[config.mk]
export PLATFORM = sky130hd
export DESIGN_NAME = pixel_scan_issuer
export DESIGN_NICKNAME = d
export VERILOG_FILES = /design/src/rtl/pixel_scan_issuer.sv
export SDC_FILE = /design/constraint.sdc
export NUM_CORES = 1
export LEC_CHECK = 0
export CAP_MARGIN = 30
export CORE_UTILIZATION = 38
export CTS_BUF_LIST = sky130_fd_sc_hd__clkbuf_8 sky130_fd_sc_hd__clkbuf_16
export CTS_CLUSTER_DIAMETER = 200
export DETAILED_ROUTE_END_ITERATION = 7
export DONT_BUFFER_PORTS = 1
export GPL_ROUTABILITY_DRIVEN = 1
export PLACE_DENSITY = 0.55
export SLEW_MARGIN = 25
export SYNTH_ARGS = -nofsm -noshare
export SYNTH_HDL_FRONTEND = slang
export SYNTH_SLANG_ARGS = --single-unit
export TNS_END_PERCENT = 10
[constraint.sdc]
create_clock -name clk -period 2.2 [get_ports clk]
set_input_delay 0.55 -clock clk [delete_from_list [all_inputs] [get_ports clk]]
set_output_delay 0.55 -clock clk [all_outputs]
set_load 0.005 [all_outputs]
[src/rtl/pixel_scan_issuer.sv]
// pixel_scan_issuer: raster-scan (x,y) issuer feeding the pixel-to-complex converter.
// Latches zoom/center once per frame, issues one coordinate per granted cycle and
// emits a tag stream delayed by the converter latency so tags line up with the
// converter outputs.
// Optional build macro: PIXEL_SCAN_FRAME_COUNT_EN adds a 16-bit completed-frame counter.

module pixel_scan_issuer #(
   parameter int SCREEN_WIDTH  = 960,
   parameter int SCREEN_HEIGHT = 720,
   parameter int WORD_LENGTH   = 32,
   parameter int CONV_LATENCY  = 2
) (
   input  logic                   clk,
   input  logic                   rst,
   input  logic                   enable,
   input  logic                   issue_ready,
   input  logic [31:0]            zoom_in,
   input  logic [WORD_LENGTH-1:0] real_center_in,
   input  logic [WORD_LENGTH-1:0] imag_center_in,
   output logic [31:0]            zoom_out,
   output logic [WORD_LENGTH-1:0] real_center_out,
   output logic [WORD_LENGTH-1:0] imag_center_out,
   output logic [10:0]            x_out,
   output logic [10:0]            y_out,
   output logic                   tag_valid,
   output logic [10:0]            tag_x,
   output logic [10:0]            tag_y,
   output logic                   tag_sof,
   output logic                   tag_eol,
   output logic                   tag_eof,
   output logic                   busy,
   output logic                   frame_done
`ifdef PIXEL_SCAN_FRAME_COUNT_EN
   ,
   output logic [15:0]            frame_count
`endif
);

   localparam logic [10:0] X_LAST = 11'(SCREEN_WIDTH - 1);
   localparam logic [10:0] Y_LAST = 11'(SCREEN_HEIGHT - 1);

   // Drain counter loads LATENCY-1 and counts down to zero.
   localparam int DCW = (CONV_LATENCY > 1) ? $clog2(CONV_LATENCY) : 1;
   localparam logic [DCW-1:0] DRAIN_INIT = DCW'(CONV_LATENCY - 1);

   typedef enum logic [1:0] {
      StIdle,
      StLoad,
      StScan,
      StDrain
   } state_t;

   typedef struct packed {
      logic        valid;
      logic [10:0] x;
      logic [10:0] y;
      logic        sof;
      logic        eol;
      logic        eof;
   } tag_t;

   state_t         state;
   logic [10:0]    x_cnt;
   logic [10:0]    y_cnt;
   logic [DCW-1:0] drain_cnt;
   logic           issue;
   tag_t           tag_in;
   tag_t           tag_line [CONV_LATENCY];

   assign issue = (state == StScan) && issue_ready;

   // The counters are the coordinate outputs: they move only on the edge after an issue.
   assign x_out = x_cnt;
   assign y_out = y_cnt;
   assign busy  = (state != StIdle);

   // Frame sequencer: parameter latch, raster counters, drain timing and frame_done pulse.
   always_ff @(posedge clk) begin
      if (rst) begin
         state           <= StIdle;
         x_cnt           <= '0;
         y_cnt           <= '0;
         drain_cnt       <= '0;
         zoom_out        <= '0;
         real_center_out <= '0;
         imag_center_out <= '0;
         frame_done      <= 1'b0;
      end else begin
         frame_done <= 1'b0;
         unique case (state)
            StIdle: begin
               if (enable) begin
                  state <= StLoad;
               end
            end
            StLoad: begin
               zoom_out        <= zoom_in;
               real_center_out <= real_center_in;
               imag_center_out <= imag_center_in;
               x_cnt           <= '0;
               y_cnt           <= '0;
               state           <= StScan;
            end
            StScan: begin
               if (issue_ready) begin
                  if (x_cnt == X_LAST) begin
                     x_cnt <= '0;
                     if (y_cnt == Y_LAST) begin
                        y_cnt     <= '0;
                        drain_cnt <= DRAIN_INIT;
                        state     <= StDrain;
                        // With a one-deep converter the last tag surfaces in the only
                        // drain cycle, so the pulse must be armed here.
                        frame_done <= (CONV_LATENCY == 1);
                     end else begin
                        y_cnt <= y_cnt + 11'd1;
                     end
                  end else begin
                     x_cnt <= x_cnt + 11'd1;
                  end
               end
            end
            StDrain: begin
               if (drain_cnt == '0) begin
                  state <= enable ? StLoad : StIdle;
               end else begin
                  drain_cnt  <= drain_cnt - DCW'(1);
                  // Pulse lands in the final drain cycle, together with the eof tag.
                  frame_done <= (drain_cnt == DCW'(1));
               end
            end
            default: begin
               state <= StIdle;
            end
         endcase
      end
   end

   // Tag entry for this cycle; bubbles are all-zero so the outputs read 0 when invalid.
   always_comb begin
      tag_in = '0;
      if (issue) begin
         tag_in.valid = 1'b1;
         tag_in.x     = x_cnt;
         tag_in.y     = y_cnt;
         tag_in.sof   = (x_cnt == '0) && (y_cnt == '0);
         tag_in.eol   = (x_cnt == X_LAST);
         tag_in.eof   = (x_cnt == X_LAST) && (y_cnt == Y_LAST);
      end
   end

   // Tag delay line: shifts every cycle, independent of issue_ready and FSM state.
   always_ff @(posedge clk) begin
      if (rst) begin
         for (int i = 0; i < CONV_LATENCY; i++) begin
            tag_line[i] <= '0;
         end
      end else begin
         tag_line[0] <= tag_in;
         for (int i = 1; i < CONV_LATENCY; i++) begin
            tag_line[i] <= tag_line[i-1];
         end
      end
   end

   assign tag_valid = tag_line[CONV_LATENCY-1].valid;
   assign tag_x     = tag_line[CONV_LATENCY-1].x;
   assign tag_y     = tag_line[CONV_LATENCY-1].y;
   assign tag_sof   = tag_line[CONV_LATENCY-1].sof;
   assign tag_eol   = tag_line[CONV_LATENCY-1].eol;
   assign tag_eof   = tag_line[CONV_LATENCY-1].eof;

`ifdef PIXEL_SCAN_FRAME_COUNT_EN
   // Completed-frame counter; wraps naturally at 16 bits.
   always_ff @(posedge clk) begin
      if (rst) begin
         frame_count <= '0;
      end else if (frame_done) begin
         frame_count <= frame_count + 16'd1;
      end
   end
`endif

endmodule

==> run summary, run 1 <==
Outcome: finished, final reports clean
Residual DRC: 0
CTS root buf: clkbuf_16
TNS Setup: 0 ns
Avg WL per Cell: 15.9 µm
Unrepaired setup endpoints after global routing: false
Global-route wire length before repair: 21100 µm
M2 GR Usage: 0.250
Post-synth EDFFs: 0
R2R Path Start: x_out[0]
Design area: 0.00714 mm²
DRT Wirelength: 13200 µm
Share of layout cells above drive strength 1: 0.104
Top cells by count, synth: 174 x dfxtp_1, 116 x nor2_1, 97 x mux2i_1
Filler cell count: 1540
Crit-path cells: ha_1 -> nand4_1 -> o41ai_4 -> nor2b_2 -> a41oi_1 -> a311oi_1
Peak supply drop: 544 µV
Clk_skew: 0.00978 ns
GRT met3 Usage: 0.0610
Register Area: 0.00348 mm²
ANT cells: 0
Final non-filler cell total: 833
DR vias: 4133
Cell count after synthesis: 622
Final period utilization: 0.918
Hold path cells: 1
Most used flip-flop cell after synthesis: dfxtp_1
Clock share of power: 0.347
Worst slew pin tran: 0.703 ns
Comb pwr share: 0.202
Syn_area_per_cell: 10.2 µm²
Area post-placement: 0.00652 mm²
Yosys cell types: 48
Die ar.: 0.0173 mm²
Initial antenna violation count: 0
Chip width: 132 µm
Hold Startpoint: rst
Post-synth top area share: 0.547
# IOs: 246
Total CTS buffers: 17
H-tree depth: 4
Max Fanout on Critical Path: 5
Largest net degree at the start of global routing: 144
Post-CTS setup buffer count: 0
Grt ovf: 0
Global Route Usage Sum: 0.155
Most Crowded Layer GR: met2
CP max stage cell: dfxtp_1
Leading cell type by number of instances after synthesis: dfxtp_1
Sw Pwr: 2540 µW
Number of I/O port buffers: 0
Nets@finish: 713
CTS tree: yes
CP required: 2.53 ns
Min Tclk post-route: 2.02 ns
DR vias/cell: 4.96
Pwr dens: 1210 mW/mm²
Fin. max-slew vios: 0
Yosys top cell by area: dfxtp_1
Row cnt: 46
Netlist Area Pre-Place: 0.00637 mm²
RePlAce Congestion: 0.798
Vias in the first global route: 4121
Leakage: 0.00274 µW
Clk sinks: 174
Fmax: 495 MHz
Placed instance count: 801
Initial DRC count: 185
Die height: 132 µm
Hold Buf Count CTS: 0
Final antenna-violating net count: 0
Worst-case reg-to-reg path depth: 6
Seq pwr share: 0.451
Switching Fraction: 0.293
Min-Delay Endpoint: zoom_out[19]
Rel. slew slack: 0.531
Max Cap Viol: 0
Flop and latch count out of synthesis: 174
Layout area overhead: 12.0%
Crit start category: register
Clk buf depth: 2
Area of the core: 0.0161 mm²
Register area share after synthesis: 0.547
Post-synth ARST share: 0
WP data arrival: 2.35 ns
FF-to-FF setup slack: 0.18 ns
Finish-stage setup viols: 0
Final hold violation count: 0
Drt pass-1 iters: 5
Top Family by Delay on Critical Path: compound AO/OA/AOI/OAI gates
Initial Utilization: 0.395
Hold_ws: 0.204 ns
Pint: 6120 µW
Clock transition at the registers of the reported paths: 0.06 ns
Multi-input gate area: 0.00259 mm²
Setup CP Type: reg2reg
Crit path capture type: register
RR Endpoint: y_out[4]
Hold Crit Class: in2reg
Dpl hpwl: 9150 µm
Yosys warns: 0
CP peak stage delay: 0.42 ns
Sum of buffers and inverters on the critical path: 0
Clock Latency Late Sink: 0.42 ns
Post-synth net total: 731
Met1 Track Usage GR: 0.181
Top cells by area, synth: dfxtp_1 55%, mux2i_1 15%, nor2_1 6.8%
cells in the final DEF, fill, tap and decap left out, types with 4 or more instances in the layout:
cell	count
dfxtp_1	174
o21ai_0	10
clkinvlp_4	4
nor2_1	116
inv_1	10
nor2b_1	26
nand4_1	5
clkbuf_16	17
mux2i_1	97
buf_4	17
nand2_1	16
nor3_1	11
ha_1	8
and2_1	18
xor2_1	6
nand3_1	17
a21oi_1	5
flip-flops by register name (all words and copies together) (netlist names):
signal	count
tag_line	52
imag_center_out	32
real_center_out	32
zoom_out	32
x_out	11
y_out	11
state	2
drain_cnt	1
frame_done	1
timing repair:
action / 4_1_cts / 5_1_grt
gates resized for setup: 0 / 3
hold endpoints to repair: 0 / 0
endpoints found under the setup margin: 0 / 12
worst register-to-register path, stage by stage, from the launching register on:
cell and delay [ns]:
dfxtp_1 0.42, ha_1 0.25, nand4_1 0.21, o41ai_4 0.38, nor2b_2 0.28, a41oi_1 0.14, a311oi_1 0.25
kinds of logic (layout without fill, tap and decap cells):
kind of cell | Yosys count | after routing | synth area share
buf+inv | 66 | 61 | 0.0528
mux | 97 | 97 | 0.152
simple gates | 234 | 234 | 0.178
compound gates | 33 | 33 | 0.0402
fa+ha+maj | 9 | 9 | 0.0177
flops | 174 | 174 | 0.547
xor+xnor | 9 | 9 | 0.0124
power groups by stage:
stage | combinational, µW | clock (µW) | sequential [µW]
global route | 1940 | 3230 | 3950
CTS | 1740 | 3100 | 3910
floorplan | 1490 | 0 | 3870
finish | 1740 | 3000 | 3910
detailed placement | 1740 | 0 | 3970
global placement | 1670 | 0 | 3970
metrics by stage:
step | utilization | total power (µW) | worst slack, ns
final | 0.443 | 8650 | 0.181
after global routing | 0.443 | 9120 | 0.0177
after CTS | 0.442 | 8750 | 0.120
after detailed placement | 0.404 | 5710 | 0.142
after global placement | 0.404 | 5650 | 0.165
after floorplan | - | 5350 | 0.288
worst max-delay path by stage:
stage,endpoint,slack [ns],depth (start not counted),startpoint
after floorplan,x_out[10],0.29,7,state[0]
after global placement,y_out[4],0.17,6,y_out[1]
after detailed placement,x_out[10],0.14,6,x_out[0]
after CTS,y_out[4],0.12,6,y_out[1]
after global routing,y_out[4],0.02,6,x_out[0]
final,y_out[4],0.18,6,x_out[0]
area by class of cell:
cell class                 instances  area share
inverter                          10     0.00526
clock inverter                    14      0.0224
tap                              216      0.0379
sequential                       174       0.488
multi-input combinational        382       0.363
clock buffer                      18      0.0615
timing repair buffer              19      0.0223
routing by layer:
metal | wire length [µm] | share of wire | up-vias
li1 | - | - | 2024
met1 | 5750 | 0.43 | 1915
met2 | 6210 | 0.47 | 185
met3 | 1140 | 0.086 | 9
met4 | 144 | 0.011 | 0
met5 | 0 | 0 | -
(Power assumes the default switching activity.)
==> run 2, diff against run 1 <==
--- a/config.mk
+++ b/config.mk
@@ -6,8 +6,8 @@
 export NUM_CORES = 1
 export LEC_CHECK = 0
 export CAP_MARGIN = 30
+export CORE_ASPECT_RATIO = 1.1
 export CORE_UTILIZATION = 38
-export CTS_BUF_LIST = sky130_fd_sc_hd__clkbuf_8 sky130_fd_sc_hd__clkbuf_16
 export CTS_CLUSTER_DIAMETER = 200
 export DETAILED_ROUTE_END_ITERATION = 7
 export DONT_BUFFER_PORTS = 1
==> run 2 against run 1 <==
Against the previous run:
- the run now ends with design-rule violations left
- sequential power about the same
- sequential share of layout area up 0.28 points
- final area down 0.56%
- hold slack worse by 0.0015 ns
- total power down 1.4%
- clock power down 4%
- cell count down 1.2%
- global-route usage down 0.11 points
- non-clock buffer count up 3
- critical path type unchanged
- largest power group unchanged
==> run summary, run 2 (same netlist as run 1, synthesis figures left out) <==
Outcome: finished with violations
Violated checks: design-rule violations
Crit path capture type: register
Largest net degree at the start of global routing: 144
Nets@finish: 716
Setup ws final: 0.111 ns
Max Fanout on Critical Path: 11
Comb pwr share: 0.206
Pint: 5980 µW
Initial DRC count: 179
Global-route wire length before repair: 20500 µm
Vias in the first global route: 3975
Worst slew pin tran: 0.854 ns
# IOs: 246
Global Route Usage Sum: 0.153
Crit start category: register
Final antenna-violating net count: 0
DR vias: 4090
Max Cap Viol: 0
Die height: 138 µm
Hold Crit Class: in2reg
Pwr dens: 1200 mW/mm²
Peak supply drop: 505 µV
Commonest non-fill, non-tap cell in the layout: dfxtp_1
Area of the core: 0.0164 mm²
WP data arrival: 2.40 ns
Finish-stage setup viols: 0
Clock transition at the registers of the reported paths: 0.07 ns
CP required: 2.51 ns
Initial antenna violation count: 0
RePlAce Congestion: 0.805
Residual DRC: 12
Clock Latency Late Sink: 0.42 ns
Number of I/O port buffers: 0
Row cnt: 49
Die ar.: 0.0173 mm²
Leakage: 0.00272 µW
CTS root buf: clkbuf_16
Final period utilization: 0.949
Dpl hpwl: 9500 µm
Final hold violation count: 0
Grt ovf: 0
Setup CP Type: reg2reg
H-tree depth: 4
Avg WL per Cell: 16.4 µm
Fmax: 479 MHz
Largest register FFs: 52
Most frequent cells in the layout: 174 x dfxtp_1, 116 x nor2_1, 97 x mux2i_1
Reg with most FFs: tag_line
Layout area overhead: 11.4%
Share of layout cells above drive strength 1: 0.105
Min Tclk post-route: 2.09 ns
Clock share of power: 0.337
DP Worst Slack: 0.136 ns
Switching Fraction: 0.300
Initial Utilization: 0.389
Chip width: 125 µm
Unrepaired setup endpoints after global routing: true
DRT Wirelength: 13500 µm
Area post-placement: 0.00652 mm²
Rel. slew slack: 0.429
Drt pass-1 iters: 8
ANT cells: 0
Seq pwr share: 0.457
Hold Buf Count CTS: 0
Clk buf depth: 2
Total CTS buffers: 17
CTS tree: yes
Sw Pwr: 2560 µW
DR vias/cell: 4.97
Design area: 0.00710 mm²
Clk sinks: 174
Fin. max-slew vios: 0
Clk_skew: 0.00951 ns
-- run 2: metrics by stage --
step / TNS (ns) / hold WS [ns] / power, µW / util / instances
floorplan: 0 / 0.414 / 5350 / - / 622
global placement: 0 / 0.419 / 5660 / 0.398 / 792
detailed placement: 0 / 0.424 / 5740 / 0.398 / 792
CTS: 0 / 0.179 / 8630 / 0.433 / 823
global route: -0.388 / 0.177 / 8990 / 0.434 / 823
finish: 0 / 0.202 / 8530 / 0.434 / 823
-- run 2: per-layer routing --
| layer | share of wire | track usage |
|---|---|---|
| met5 | 0 | 0 |
| met1 | 0.41 | 0.177 |
| met3 | 0.075 | 0.0590 |
| met2 | 0.50 | 0.256 |
| met4 | 0.014 | 0.0610 |
-- run 2: what timing repair did --
item | in CTS | in global routing
buffers inserted | 0 | 0
setup endpoints to repair | 0 | 15
gates resized for setup | 0 | 2
-- run 2: path summary, 6_finish.rpt --
check	cells after the start	start	slack, ns	endpoint
max	9	state[0]	0.11	x_out[6]
min	1	rst	0.20	tag_line[0][40]
max reg2reg	9	state[0]	0.11	x_out[6]
min reg2reg	1	tag_line[0][13]	0.44	tag_line[0][39]
-- run 2: cell type report --
cell class              count  area, µm²
fillers                  1556       9270
flip-flops and latches    174       3480
multi-input cells         382       2580
clock buffers              18        429
well taps                 204        255
repair buffers             22        178
clock inverters            13        135
inverters                  10       37.5
-- run 2: critical path, stage by stage (launching register included) --
cell      delay (ns)
dfxtp_1         0.35
inv_1           0.18
ha_1            0.24
nand2_1         0.08
buf_4           0.18
o41ai_2         0.31
buf_4           0.25
nand2b_1        0.12
buf_4           0.20
nor2_1          0.07
-- run 2: power groups by stage --
stage / Sequential [µW] / Combinational [µW] / Clock, µW
2_1_floorplan: 3870 / 1490 / 0
3_3_place_gp: 3970 / 1690 / 0
3_5_place_dp: 3970 / 1770 / 0
4_1_cts: 3910 / 1770 / 2950
5_1_grt: 3950 / 1940 / 3100
6_report: 3900 / 1760 / 2870
==> run 3, diff against run 2 <==
--- a/config.mk
+++ b/config.mk
@@ -17,4 +17,4 @@
 export SYNTH_ARGS = -nofsm -noshare
 export SYNTH_HDL_FRONTEND = slang
 export SYNTH_SLANG_ARGS = --single-unit
-export TNS_END_PERCENT = 10
+export TNS_END_PERCENT = 20
==> results of run 3 <==
The final DEF is identical to that of run 2; final timing and power are the same.
